===== src/rtl/spi_pkg.sv =====
// spi_pkg: shared types and defaults for the SPI master blocks
package spi_pkg;
    typedef enum logic [1:0] {IDLE, LOW, HIGH} sclk_state_t;
    localparam int SCLK_DIV_HALF_DEF = 4;
endpackage


===== src/rtl/module_sclk_gen.sv =====
// module_sclk_gen: divides clk_i into a glitch-free SCLK with leading/trailing edge strobes
// Optional SPI_SCLK_CPOL_EN adds cpol_i, latched in IDLE, selecting the SCLK idle level
module module_sclk_gen
    import spi_pkg::*;
#(
    parameter int DIV_HALF = SCLK_DIV_HALF_DEF
) (
    input  logic clk_i,
    input  logic rst_i,
    input  logic en_sclk_i,
`ifdef SPI_SCLK_CPOL_EN
    input  logic cpol_i,
`endif
    output logic sclk_o,
    output logic pos_edge_o,
    output logic neg_edge_o,
    output logic busy_o
);
    localparam int CNT_W = $clog2(DIV_HALF);
    sclk_state_t state_q, state_d;
    logic [CNT_W-1:0] cnt_q, cnt_d;
    logic sclk_q, sclk_d, pos_d, neg_d, last;
    assign last = cnt_q == CNT_W'(DIV_HALF - 1);
    assign busy_o = state_q != IDLE;
    always_ff @(posedge clk_i) begin
        if (!rst_i) begin
            state_q    <= IDLE;
            cnt_q      <= '0;
            sclk_q     <= 1'b0;
            pos_edge_o <= 1'b0;
            neg_edge_o <= 1'b0;
        end else begin
            state_q    <= state_d;
            cnt_q      <= cnt_d;
            sclk_q     <= sclk_d;
            pos_edge_o <= pos_d;
            neg_edge_o <= neg_d;
        end
    end
    // An enable drop in HIGH is only honoured at the end of the half, so no runt high phase
    always_comb begin
        state_d = IDLE;
        cnt_d   = '0;
        sclk_d  = 1'b0;
        pos_d   = 1'b0;
        neg_d   = 1'b0;
        case (state_q)
            IDLE: state_d = en_sclk_i ? LOW : IDLE;
            LOW: begin
                if (en_sclk_i && last) begin
                    state_d = HIGH;
                    sclk_d  = 1'b1;
                    pos_d   = 1'b1;
                end else if (en_sclk_i) begin
                    state_d = LOW;
                    cnt_d   = cnt_q + 1'b1;
                end
            end
            HIGH: begin
                if (!last) begin
                    state_d = HIGH;
                    cnt_d   = cnt_q + 1'b1;
                    sclk_d  = 1'b1;
                end else begin
                    state_d = en_sclk_i ? LOW : IDLE;
                    neg_d   = en_sclk_i;
                end
            end
            default: state_d = IDLE;
        endcase
    end
`ifdef SPI_SCLK_CPOL_EN
    logic cpol_q;
    always_ff @(posedge clk_i) begin
        if (!rst_i) cpol_q <= 1'b0;
        else if (state_q == IDLE) cpol_q <= cpol_i;
    end
    assign sclk_o = sclk_q ^ cpol_q;
`else
    assign sclk_o = sclk_q;
`endif
endmodule


===== config.mk =====
export PLATFORM = sky130hd
export DESIGN_NAME = module_sclk_gen
export DESIGN_NICKNAME = d
export VERILOG_FILES = /design/src/rtl/spi_pkg.sv /design/src/rtl/module_sclk_gen.sv
export SDC_FILE = /design/constraint.sdc
export NUM_CORES = 1
export LEC_CHECK = 0
export BUFFER_PORTS_ARGS = -buffer_cell sky130_fd_sc_hd__buf_2
export CAP_MARGIN = 20
export CORE_AREA = 5 5 42 44
export CTS_CLUSTER_DIAMETER = 120
export DETAILED_ROUTE_END_ITERATION = 10
export DIE_AREA = 0 0 47 49
export GPL_ROUTABILITY_DRIVEN = 0
export GPL_TIMING_DRIVEN = 0
export MAX_ROUTING_LAYER = met4
export PLACE_DENSITY_LB_ADDON = 0.12
export RECOVER_POWER = 100
export REMOVE_ABC_BUFFERS = 1
export SLEW_MARGIN = 20
export SYNTH_ARGS = -nofsm -noshare
export SYNTH_HDL_FRONTEND = slang
export SYNTH_SLANG_ARGS = --single-unit

===== constraint.sdc =====
create_clock -name clk_i -period 1.6 [get_ports clk_i]
set_clock_uncertainty 0.1 [all_clocks]
set_input_delay 0.16 -clock clk_i [delete_from_list [all_inputs] [get_ports clk_i]]
set_output_delay 0.16 -clock clk_i [all_outputs]
set_load 0.05 [all_outputs]

# Yosys cells after proc, flatten, opt, wreduce, memory -nomap -nowiden
# Index checks and enable logic that the tools add are counted.
[totals] regBits=7 output_inout_bits=4 word_cells=25
[op_classes] n_addsub=1 n_eq_ne=3 mux=11 n_reduce_logical=5
[ops] operator="2-bit two-way mux" n=5
[ops] operator="2-bit case mux with 3 select lines" n=1
[ops] operator="2-bit equality test (second input constant)" n=2
[ops] operator="2-bit case mux with 2 select lines" n=1
[ops] operator="1-bit two-way mux" n=3
[ops] operator="3-bit AND reduction" n=1
[ops] operator="2-bit by 1-bit adder with 2-bit output (second input constant)" n=1
[ops] operator="2-bit by 1-bit equality test with 1-bit output (second input constant)" n=1
[ops] operator="2-bit zero test" n=1
[ops] operator="1-bit case mux with 2 select lines" n=1
[ops] operator="2-bit AND reduction" n=1
[ops] operator="2-bit nonzero test" n=1
[ops] operator="1-bit logical AND" n=1

# Logic depth before layout (Yosys ltp)
# Gate-level depths: netlist of run 1.
[depth] ltp_word=4 depth_mapped=4

# Worst setup path after synthesis of run 1
# OpenSTA, ideal clock, no wires.
[synth_timing] path_type="reg-to-reg" from="register state_q[0]" to="register state_q[0]" arrival_ns=1.020 t_required_ns=1.357 setup_slack_ns=0.337 stages_incl_launch_ff=5 n_path_buf=0 synth_period_minus_slack_ns=1.263 path_cell_list="dfxtp_1 > inv_1 > ha_1 > inv_1 > a211oi_2"
[synth_between] elab_chain_cells=2 word_cells_on_any_way=4
[synth_lines] element="start: declaration" line="module_sclk_gen.sv:20" text="sclk_state_t state_q, state_d;"
[synth_lines] element="start signal: assignment" line="module_sclk_gen.sv:33" text="state_q <= state_d;"
[synth_lines] element="2-bit equality test, or another cell as far along" line="module_sclk_gen.sv:47" text="case (state_q)"
[synth_lines] element="2-bit case mux with 3 select lines (*)" line="module_sclk_gen.sv:47"
# Every way passes the cells marked *; elsewhere a longest branch is shown, timed or not.
# A chain may end at the register's enable or synchronous reset.

# Worst setup path after layout of run 1
[layout_timing] from="register state_q[0]" to="output busy_o"
[layout_between] elab_chain_cells=1
[layout_lines] element="2-bit nonzero test" line="module_sclk_gen.sv:24" text="assign busy_o = state_q != IDLE;"
[layout_lines] element="end: declaration" line="module_sclk_gen.sv:17" text="output logic busy_o"
# Every way passes these cells.

==> results of run 1 <==
==> cell usage after synthesis <==
cell,n,area [um2]
o2111a_1,1,11.26
nor2_1,2,7.510
dfxtp_1,7,140.1
nand2b_4,1,13.76
and3b_1,1,8.760
nand2_1,4,15.01
nand2b_1,1,6.260
nand3_1,1,5.000
a21oi_1,2,10.01
a211oi_1,1,7.510
inv_1,4,15.01
ha_1,5,62.56
a211oi_2,1,12.51
mux2i_1,1,10.01
==> per-stage QoR <==
stage	util, %	hold slack (ns)	area, um2
after global routing	28.39	0.05232	397.9
after floorplan	-	0.1827	325.3
after detailed placement	26.79	0.3252	375.4
after global placement	26.79	0.3201	375.4
after CTS	28.66	0.05782	401.6
final	28.39	0.07064	397.9
==> sequential cells by signal, summed over array words and instances (netlist names) <==
signal      cells
pos_edge_o      1
sclk_o          1
neg_edge_o      1
state_q         2
cnt_q           2
==> metal layers <==
layer	GRT usage, %	part of all wire [%]	wire length (um)	vias up
li1	-	-	-	127
met1	8.333	41	263	109
met2	9.502	50	321	6
met3	4.797	5.7	36	4
met4	7.373	2.4	15	0
met5	-	0	0	-
==> power breakdown <==
group	internal (mW)	switching, mW
combinational	0.00826	0.0181
sequential	0.176	0.00142
clock	0.0952	0.0659
total	0.280	0.0854
==> critical path, stage by stage (launching register included) <==
cell and delay [ns]:
dfxtp_1 0.36, inv_1 0.08, ha_1 0.20, inv_1 0.08, clkbuf_2 0.28
==> logic make-up (layout without fill, tap and decap cells) <==
group / Yosys count / count (layout)
compound gates: 5 / 5
fa+ha+maj: 5 / 5
mux: 1 / 1
simple gates: 10 / 10
flops: 7 / 7
buf+inv: 4 / 14
==> cell type report <==
type | instances | area share [%]
repair buffers | 6 | 6.604
flip-flops and latches | 7 | 35.22
multi-input cells | 21 | 42.77
inverters | 4 | 3.774
clock buffers | 4 | 6.604
well taps | 16 | 5.031
==> worst paths after layout <==
path	endpoint	slack, ns	cells past startpoint
max reg2reg	cnt_q[1]	0.32	4
min reg2reg	cnt_q[0]	0.33	1
min	neg_edge_o	0.07	3
max	busy_o	0.10	4
==> key figures, run 1 <==
Final layout
  • Commonest non-fill, non-tap cell in the layout: dfxtp_1
  • Area grow syn2layout: 22.31%
  • Non-Filler Instances: 58
  • Filler instances: 165
  • Layout Nets: 51
  • Commonest non-fill, non-tap cells in the layout: dfxtp_1 (7), ha_1 (5), inv_1 (4), nand2_1 (4), clkbuf_1 (4)
  • Multi-input logic area: ~170 um2
  • Antenna Cells: 0
  • Register area: about 140 um2
  • Layout cells sized above 1: 19.05%

Routing
  • Antenna viol nets, final: 0
  • DRT Wirelength: 637 um
  • Vias: roughly 250
  • Drt first-iter violations: 1
  • Via density: roughly 4.2
  • DRC violation count after routing: 0
  • WL/cell: 10.98 um
  • 1st-pass router iterations: 2

Timing
  • Final worst path period need: about 1.5 ns
  • Worst Tran Pin Value: 0.5949 ns
  • Setup ws final: 0.1009 ns
  • Fin crit share: around 94%
  • Slew HR: 60.51%
  • Setup violators final: 0
  • Max-slew violations: 0
  • RSZ-0062 raised after global routing: false
  • Final TNS setup: 0 ns
  • Fmax: 667.1 MHz
  • Fin. Hold Viols: 0

Synth
  • Yosys warns: 0
  • Post-synthesis mux area share: 3.077%
  • Syn Area/Cell: 10.17 um2
  • Gate Count Post-Synth: 32
  • #FFs+latches synth: 7
  • Post-Synth XOR/XNOR Area: 0%
  • Post-Synth Adder-Cell Area: 19.23%
  • Post-synthesis simple-gate area fraction: 17.31%
  • Cell area after synthesis: 325.3 um2
  • Complex-gate fraction of the synthesized area: 12.69%
  • Combinational family with the most area after synthesis: adder cells
  • Count of cell types in the netlist: 14
  • Sequential area share after synthesis: 43.08%

Floorplanning
  • Core area: 1401 um2
  • # IOs: 7
  • Rows: 14
  • Initial Util: 23.21%
  • Die Ht: 49 um
  • Die area: between 2000 and 2500 um2
  • Die W: 47 um

Setup path
  • CP Launch Type: flop
  • Critical path peak fanout: 3
  • Critical Path Source: state_q[0]
  • CP Capture Type: output pin
  • Required time worst endpoint: 1.34 ns
  • Setup CP Type: reg2out
  • Worst r2r src: state_q[1]
  • Critical path arrival: ~1.2 ns

Power
  • Pwr/cell area: between 900 and 1000 nW/um2
  • Power, Total: approximately 370 uW
  • Maximum vdd ir drop: 0.2947 mV
  • Lkg Pwr: 0.1769 nW

CTS
  • Sink Count: 7
  • Clk_lat worst skew: 0.25 ns
  • Hold_buf cts: 0
  • Post-CTS Setup Repair Bufs: 0
  • H-Tree Depth: 1
  • Total CTS buffers: 3
  • Root Buffer: clkbuf_4
  • CTS tree: built
  • Post_cts resized: 0
  • Clk slew on worst S/H paths: 0.05 ns
  • Clock Tree Buf Depth: 2

Min path
  • Hold Startpoint: en_sclk_i
  • Hold Path Class: in2reg

Global routing
  • Initial antenna violation count: 0
  • Largest net degree at the start of global routing: 6
  • GRT overflow: 0
  • First-pass GRT wire length: 1179 um
  • GRT Util Overall: under 10%
  • Number of global-route vias before repair: 287

Placed design
  • Inst Count DP: between 50 and 60
  • Port bufs: 6
  • Dpl hpwl: 518.4 um
  • Post-place setup slack: around 0.30 ns

Run
  • MaxCap Viol Count: 0

Status
  • Status: finished clean
Power figures use the tool's default switching activity.
==> inputs of run 2 (changes only) <==
--- a/config.mk
+++ b/config.mk
@@ -5,6 +5,7 @@
 export SDC_FILE = /design/constraint.sdc
 export NUM_CORES = 1
 export LEC_CHECK = 0
+export ABC_AREA = 1
 export BUFFER_PORTS_ARGS = -buffer_cell sky130_fd_sc_hd__buf_2
 export CAP_MARGIN = 20
 export CORE_AREA = 5 5 42 44
==> constraint.sdc (replaced) <==
create_clock -name clk_i -period 1.46 [get_ports clk_i]
set_clock_uncertainty 0.1 [all_clocks]
set_input_delay 0.146 -clock clk_i [delete_from_list [all_inputs] [get_ports clk_i]]
set_output_delay 0.146 -clock clk_i [all_outputs]
set_load 0.05 [all_outputs]
==> key figures, run 2 <==
Floorplanning
  • Die W: 47 um (unchanged)
  • Die Ht: 49 um (unchanged)
  • Die area: 2303 um2 (unchanged)
  • # IOs: 7 (unchanged)
  • Initial Util: 22.95% (-0.27 points)
  • Core area: 1401 um2 (unchanged)
  • Rows: 14 (unchanged)

Synth
  • Share of the synthesized area in the top cell type: 43.58% (+0.50 points)
  • Number of synthesized flops with an enable pin: 0 (unchanged)
  • Syn Area/Cell: 8.245 um2 (-19%)
  • Most used flip-flop cell after synthesis: dfxtp_1
  • Synth area leader: dfxtp_1
  • Yosys warns: 0 (unchanged)
  • Gate Count Post-Synth: 39 (+22%)
  • #FFs+latches synth: 7 (unchanged)
  • Count of cell types in the netlist: 11 (-3)
  • Synth top area cells: dfxtp_1 (44%), ha_1 (19%), nand2_1 (8.2%), nor2_1 (8.2%), inv_1 (5.8%)
  • Async set-or-reset flop fraction in the synthesized netlist: 0% (unchanged)
  • Cell area after synthesis: 321.6 um2 (-1.2%)
  • Sequential area share after synthesis: 43.58% (+0.50 points)
  • Post-synth top cells: dfxtp_1 (7), nand2_1 (7), nor2_1 (7), ha_1 (5), inv_1 (5)

CTS
  • Post_cts resized: 0 (unchanged)
  • Sink Count: 7 (unchanged)
  • Clk_lat worst skew: 0.25 ns (about the same)
  • Post-CTS Setup Repair Bufs: 0 (unchanged)
  • Hold_buf cts: 0 (unchanged)
  • Clk slew on worst S/H paths: 0.05 ns (about the same)
  • Root Buffer: clkbuf_4
  • Total CTS buffers: 3 (unchanged)
  • Clock Tree Buf Depth: 2 (unchanged)
  • H-Tree Depth: 1 (unchanged)
  • CTS tree: built

Timing
  • Max-slew violations: 0 (unchanged)
  • Fin. Hold Viols: 0 (unchanged)
  • Setup ws final: 0.07609 ns (-0.02481 ns)
  • Slew HR: 60.31% (-0.20 points)
  • RSZ-0062 raised after global routing: false
  • Fin crit share: 94.79%
  • Fmax: between 700 and 800 MHz
  • Final worst path period need: ~1.4 ns
  • Worst Tran Pin Value: 0.5979 ns (+0.003008 ns)
  • Setup violators final: 0 (unchanged)
  • Final TNS setup: 0 ns (unchanged)

Placed design
  • Dpl hpwl: 475.7 um (-8.2%)
  • Post-place setup slack: 0.2686 ns (-0.03613 ns)
  • Port bufs: 6 (unchanged)

Power
  • Lkg Pwr: 0.1986 nW (+12%)
  • Pwr/cell area: 1024 nW/um2 (+12%)
  • Maximum vdd ir drop: 0.3024 mV (+2.6%)
  • Power, Total: 406.2 uW (+11%)

Run
  • MaxCap Viol Count: 0 (unchanged)

Global routing
  • Gr busiest metal: met2
  • GRT Util Overall: 6.508% (-1.4 points)
  • Initial antenna violation count: 0 (unchanged)
  • Met3 Usage GRT: 3.321% (-1.5 points)
  • Number of global-route vias before repair: 258 (-10%)
  • Largest net degree at the start of global routing: 5 (-1)
  • First-pass GRT wire length: 1021 um (-13%)
  • GRT overflow: 0 (unchanged)
  • Met1 Resource Use GR: 7.506% (-0.83 points)
  • Met2 usage: 8.597% (-0.90 points)

Setup path
  • Setup CP Type: reg2out
  • Critical path arrival: 1.14 ns (-0.10 ns)
  • CP Launch Type: flop
  • Required time worst endpoint: 1.21 ns (-0.13 ns)
  • Critical path peak fanout: 3 (unchanged)
  • CP Capture Type: output pin

Routing
  • Antenna viol nets, final: 0 (unchanged)
  • DRC violation count after routing: 0 (unchanged)
  • DRT Wirelength: 564 um (-11%)
  • Via density: 4.108 (-3.2%)
  • 1st-pass router iterations: 3 (+1)
  • Vias: 267 (+8.5%)
  • WL/cell: 8.677 um (-21%)
  • Drt first-iter violations: 4 (+3)

Final layout
  • Layout cells sized above 1: 20.41% (+1.4 points)
  • Layout Nets: 58 (+14%)
  • Commonest non-fill, non-tap cells in the layout: nor2_1 (7), nand2_1 (7), dfxtp_1 (7)
  • Antenna Cells: 0 (unchanged)
  • Area grow syn2layout: 23.35%
  • Biggest regs: cnt_q (2), state_q (2)

Status
  • Status: finished clean

Min path
  • Hold Path Class: in2reg
run 2: metal layers:
layer  up-vias  share of wire, %
li1        141                 -
met1       118                43
met2         6                47
met3         2               8.9
met4         0              0.71
met5         -                 0
run 2: power by group:
part | switching, mW | internal [mW]
Combinational | 0.0239 | 0.0137
Sequential | 0.00238 | 0.194
Clock | 0.0683 | 0.104
Total | 0.0946 | 0.312
run 2: final timing paths:
path | startpoint | end | slack [ns] | cells past startpoint
setup / recovery | state_q[0] | busy_o | 0.08 | 4
hold reg to reg | cnt_q[0] | cnt_q[0] | 0.41 | 3
setup reg to reg | state_q[0] | state_q[0] | 0.26 | 6
hold / removal | rst_i | pos_edge_o | 0.07 | 3
run 2: layout make-up:
cell class	count	area [um2]
clock buffer	4	26.28
fill	170	1005
inverter	6	22.52
multi-input combinational	26	158.9
sequential	7	140.1
tap	16	20.02
timing repair buffer	6	28.78
run 2: logic make-up after synthesis:
kind of cell / synth area share [%]
and+or+nand+nor: 25.68
DFF: 43.58
buffers and inverters: 7.003
adders and majority gates: 19.46
AOI/OAI and AO/OA: 4.279
run 2: critical path: stages (launching register included):
cell	delay [ns]
dfxtp_1	0.37
inv_1	0.08
ha_1	0.21
inv_1	0.05
buf_4	0.18
run 2: through the flow:
stage / util [%] / area (um2) / cells / hold slack, ns
finish: 28.30 / 396.6 / 65 / 0.06713
CTS: 28.39 / 397.9 / 65 / 0.06277
global placement: 26.52 / 371.6 / 61 / 0.3252
global route: 28.30 / 396.6 / 65 / 0.08187
detailed placement: 26.52 / 371.6 / 61 / 0.3286
floorplan: - / 321.6 / 39 / 0.1715
==> inputs of run 3 (changes only) <==
==> constraint.sdc (replaced) <==
create_clock -name clk_i -period 1.46 [get_ports clk_i]
set_clock_uncertainty 0.1 [all_clocks]
set_input_delay 0.073 -clock clk_i [delete_from_list [all_inputs] [get_ports clk_i]]
set_output_delay 0.073 -clock clk_i [all_outputs]
set_load 0.05 [all_outputs]
==> key figures, run 3 (synthesis results as in run 2) <==
Final layout
  • Area grow syn2layout: 25.68%
  • Layout cells sized above 1: 20.00% (-0.41 points)
  • Layout Nets: 59 (+1.7%)
  • Filler instances: 169 (-0.59%)
  • Commonest non-fill, non-tap cells in the layout: nor2_1 (7), nand2_1 (7), dfxtp_1 (7)
  • Antenna Cells: 0 (unchanged)
  • Final instance area: 404.1 um2 (+1.9%)
  • Biggest regs: cnt_q (2), state_q (2)

Timing
  • Final TNS setup: 0 ns (unchanged)
  • Final worst path period need: 1.371 ns (-0.01324 ns)
  • RSZ-0062 raised after global routing: false
  • Max-slew violations: 0 (unchanged)
  • Fin crit share: 93.88% (-0.91 points)
  • Slew HR: 60.31% (unchanged)
  • Fin. Hold Viols: 0 (unchanged)
  • Fmax: 729.6 MHz (+0.97%)
  • Setup violators final: 0 (unchanged)
  • Worst Tran Pin Value: 0.5979 ns (-0.0000003576 ns)

Setup path
  • Critical path peak fanout: 3 (unchanged)
  • WP buf/inv: 3 (unchanged)
  • Slowest cell delay on critical path: 0.37 ns (about the same)
  • Required time worst endpoint: 1.29 ns (+0.08 ns)
  • CP Capture Type: output pin
  • CP Cell Sequence: inv_1 -> ha_1 -> inv_1 -> buf_2
  • Worst path top cell family by delay: buffers and inverters
  • Critical path arrival: 1.20 ns (+0.06 ns)
  • CP dominant cell by count: inv_1
  • Slowest CP cell: dfxtp_1
  • Setup CP Type: reg2out
  • Path depth of the worst reg2reg path: 6 (unchanged)
  • CP Depth: 4 (unchanged)
  • CP Launch Type: flop

Global routing
  • Largest net degree at the start of global routing: 5 (unchanged)
  • GRT overflow: 0 (unchanged)
  • GRT Util Overall: 6.725% (+0.22 points)
  • Number of global-route vias before repair: 269 (+4.3%)
  • Initial antenna violation count: 0 (unchanged)
  • First-pass GRT wire length: 1062 um (+4.0%)

Power
  • Pwr/cell area: 1007 nW/um2 (-1.7%)
  • Lkg Pwr: 0.2024 nW (+1.9%)
  • Maximum vdd ir drop: 0.3124 mV (+3.3%)

CTS
  • Root Buffer: clkbuf_4
  • Sink Count: 7 (unchanged)
  • Hold_buf cts: 1 (+1)
  • Total CTS buffers: 3 (unchanged)
  • CTS tree: built
  • H-Tree Depth: 1 (unchanged)
  • Clock Tree Buf Depth: 2 (unchanged)
  • Post_cts resized: 0 (unchanged)
  • Clk_lat worst skew: 0.25 ns (about the same)
  • Clk slew on worst S/H paths: 0.05 ns (about the same)
  • Post-CTS Setup Repair Bufs: 0 (unchanged)

Placed design
  • Port bufs: 6 (unchanged)
  • Dpl hpwl: 475.7 um (unchanged)
  • Placed Area: 371.6 um2 (unchanged)

Routing
  • Antenna viol nets, final: 0 (unchanged)
  • 1st-pass router iterations: 3 (unchanged)
  • Vias: 271 (+1.5%)
  • WL/cell: 8.727 um (+0.58%)
  • DRT Wirelength: 576 um (+2.1%)
  • Via density: 4.106 (about the same)
  • DRC violation count after routing: 0 (unchanged)
  • Drt first-iter violations: 4 (unchanged)

Floorplanning
  • Core area: 1401 um2 (unchanged)
  • # IOs: 7 (unchanged)
  • Rows: 14 (unchanged)
  • Die area: 2303 um2 (unchanged)
  • Die W: 47 um (unchanged)
  • Die Ht: 49 um (unchanged)
  • Initial Util: 22.95% (unchanged)

Min path
  • Hold Path Class: in2reg
  • Hold Path Depth: 3 (unchanged)

Run
  • MaxCap Viol Count: 0 (unchanged)

Status
  • Status: finished clean
-- run 3: area by class of cell --
cell class / count / area (um2) / area share (%)
Inverter: 6 / 22.52 / 5.573
Sequential cell: 7 / 140.1 / 34.67
Multi-Input combinational cell: 26 / 158.9 / 39.32
Clock buffer: 4 / 26.28 / 6.502
Timing Repair Buffer: 7 / 36.28 / 8.978
Tap cell: 16 / 20.02 / 4.954
-- run 3: final timing paths --
kind / startpoint / end / slack [ns]
setup / recovery: state_q[0] / busy_o / 0.09
hold / removal: en_sclk_i / neg_edge_o / 0.05
setup reg to reg: state_q[0] / state_q[0] / 0.26
hold reg to reg: cnt_q[0] / cnt_q[0] / 0.41
-- run 3: power breakdown --
part	switching [mW]	internal [mW]
Clock	0.0683	0.104
Sequential	0.00238	0.194
Combinational	0.0241	0.0142
Total	0.0948	0.312
-- run 3: metrics by stage --
| step | hold WS, ns | cells | setup WS, ns | util, % | power (mW) |
|---|---|---|---|---|---|
| after floorplan | 0.09853 | 39 | 0.3824 | - | 0.2257 |
| after global placement | 0.2522 | 61 | 0.2838 | 26.52 | 0.2358 |
| after detailed placement | 0.2556 | 61 | 0.2686 | 26.52 | 0.2366 |
| after CTS | 0.03718 | 66 | 0.08334 | 29.11 | 0.4187 |
| after global routing | 0.07026 | 66 | 0.03267 | 28.84 | 0.4375 |
| final | 0.04628 | 66 | 0.08933 | 28.84 | 0.4069 |
-- run 3: routing by layer --
metal  vias to the layer above  share of wire [%]  track usage, %
met5                         -                  0               -
met2                         6                 48           9.050
met3                         2                8.0           3.321
met1                       120                 43           7.726
met4                         0               0.69           4.147
li1                        143                  -               -
-- run 3: tightest hold or removal path, stage by stage --
cell and delay, ns:
buf_2 0.12, nand3_1 0.10, nor2_1 0.05
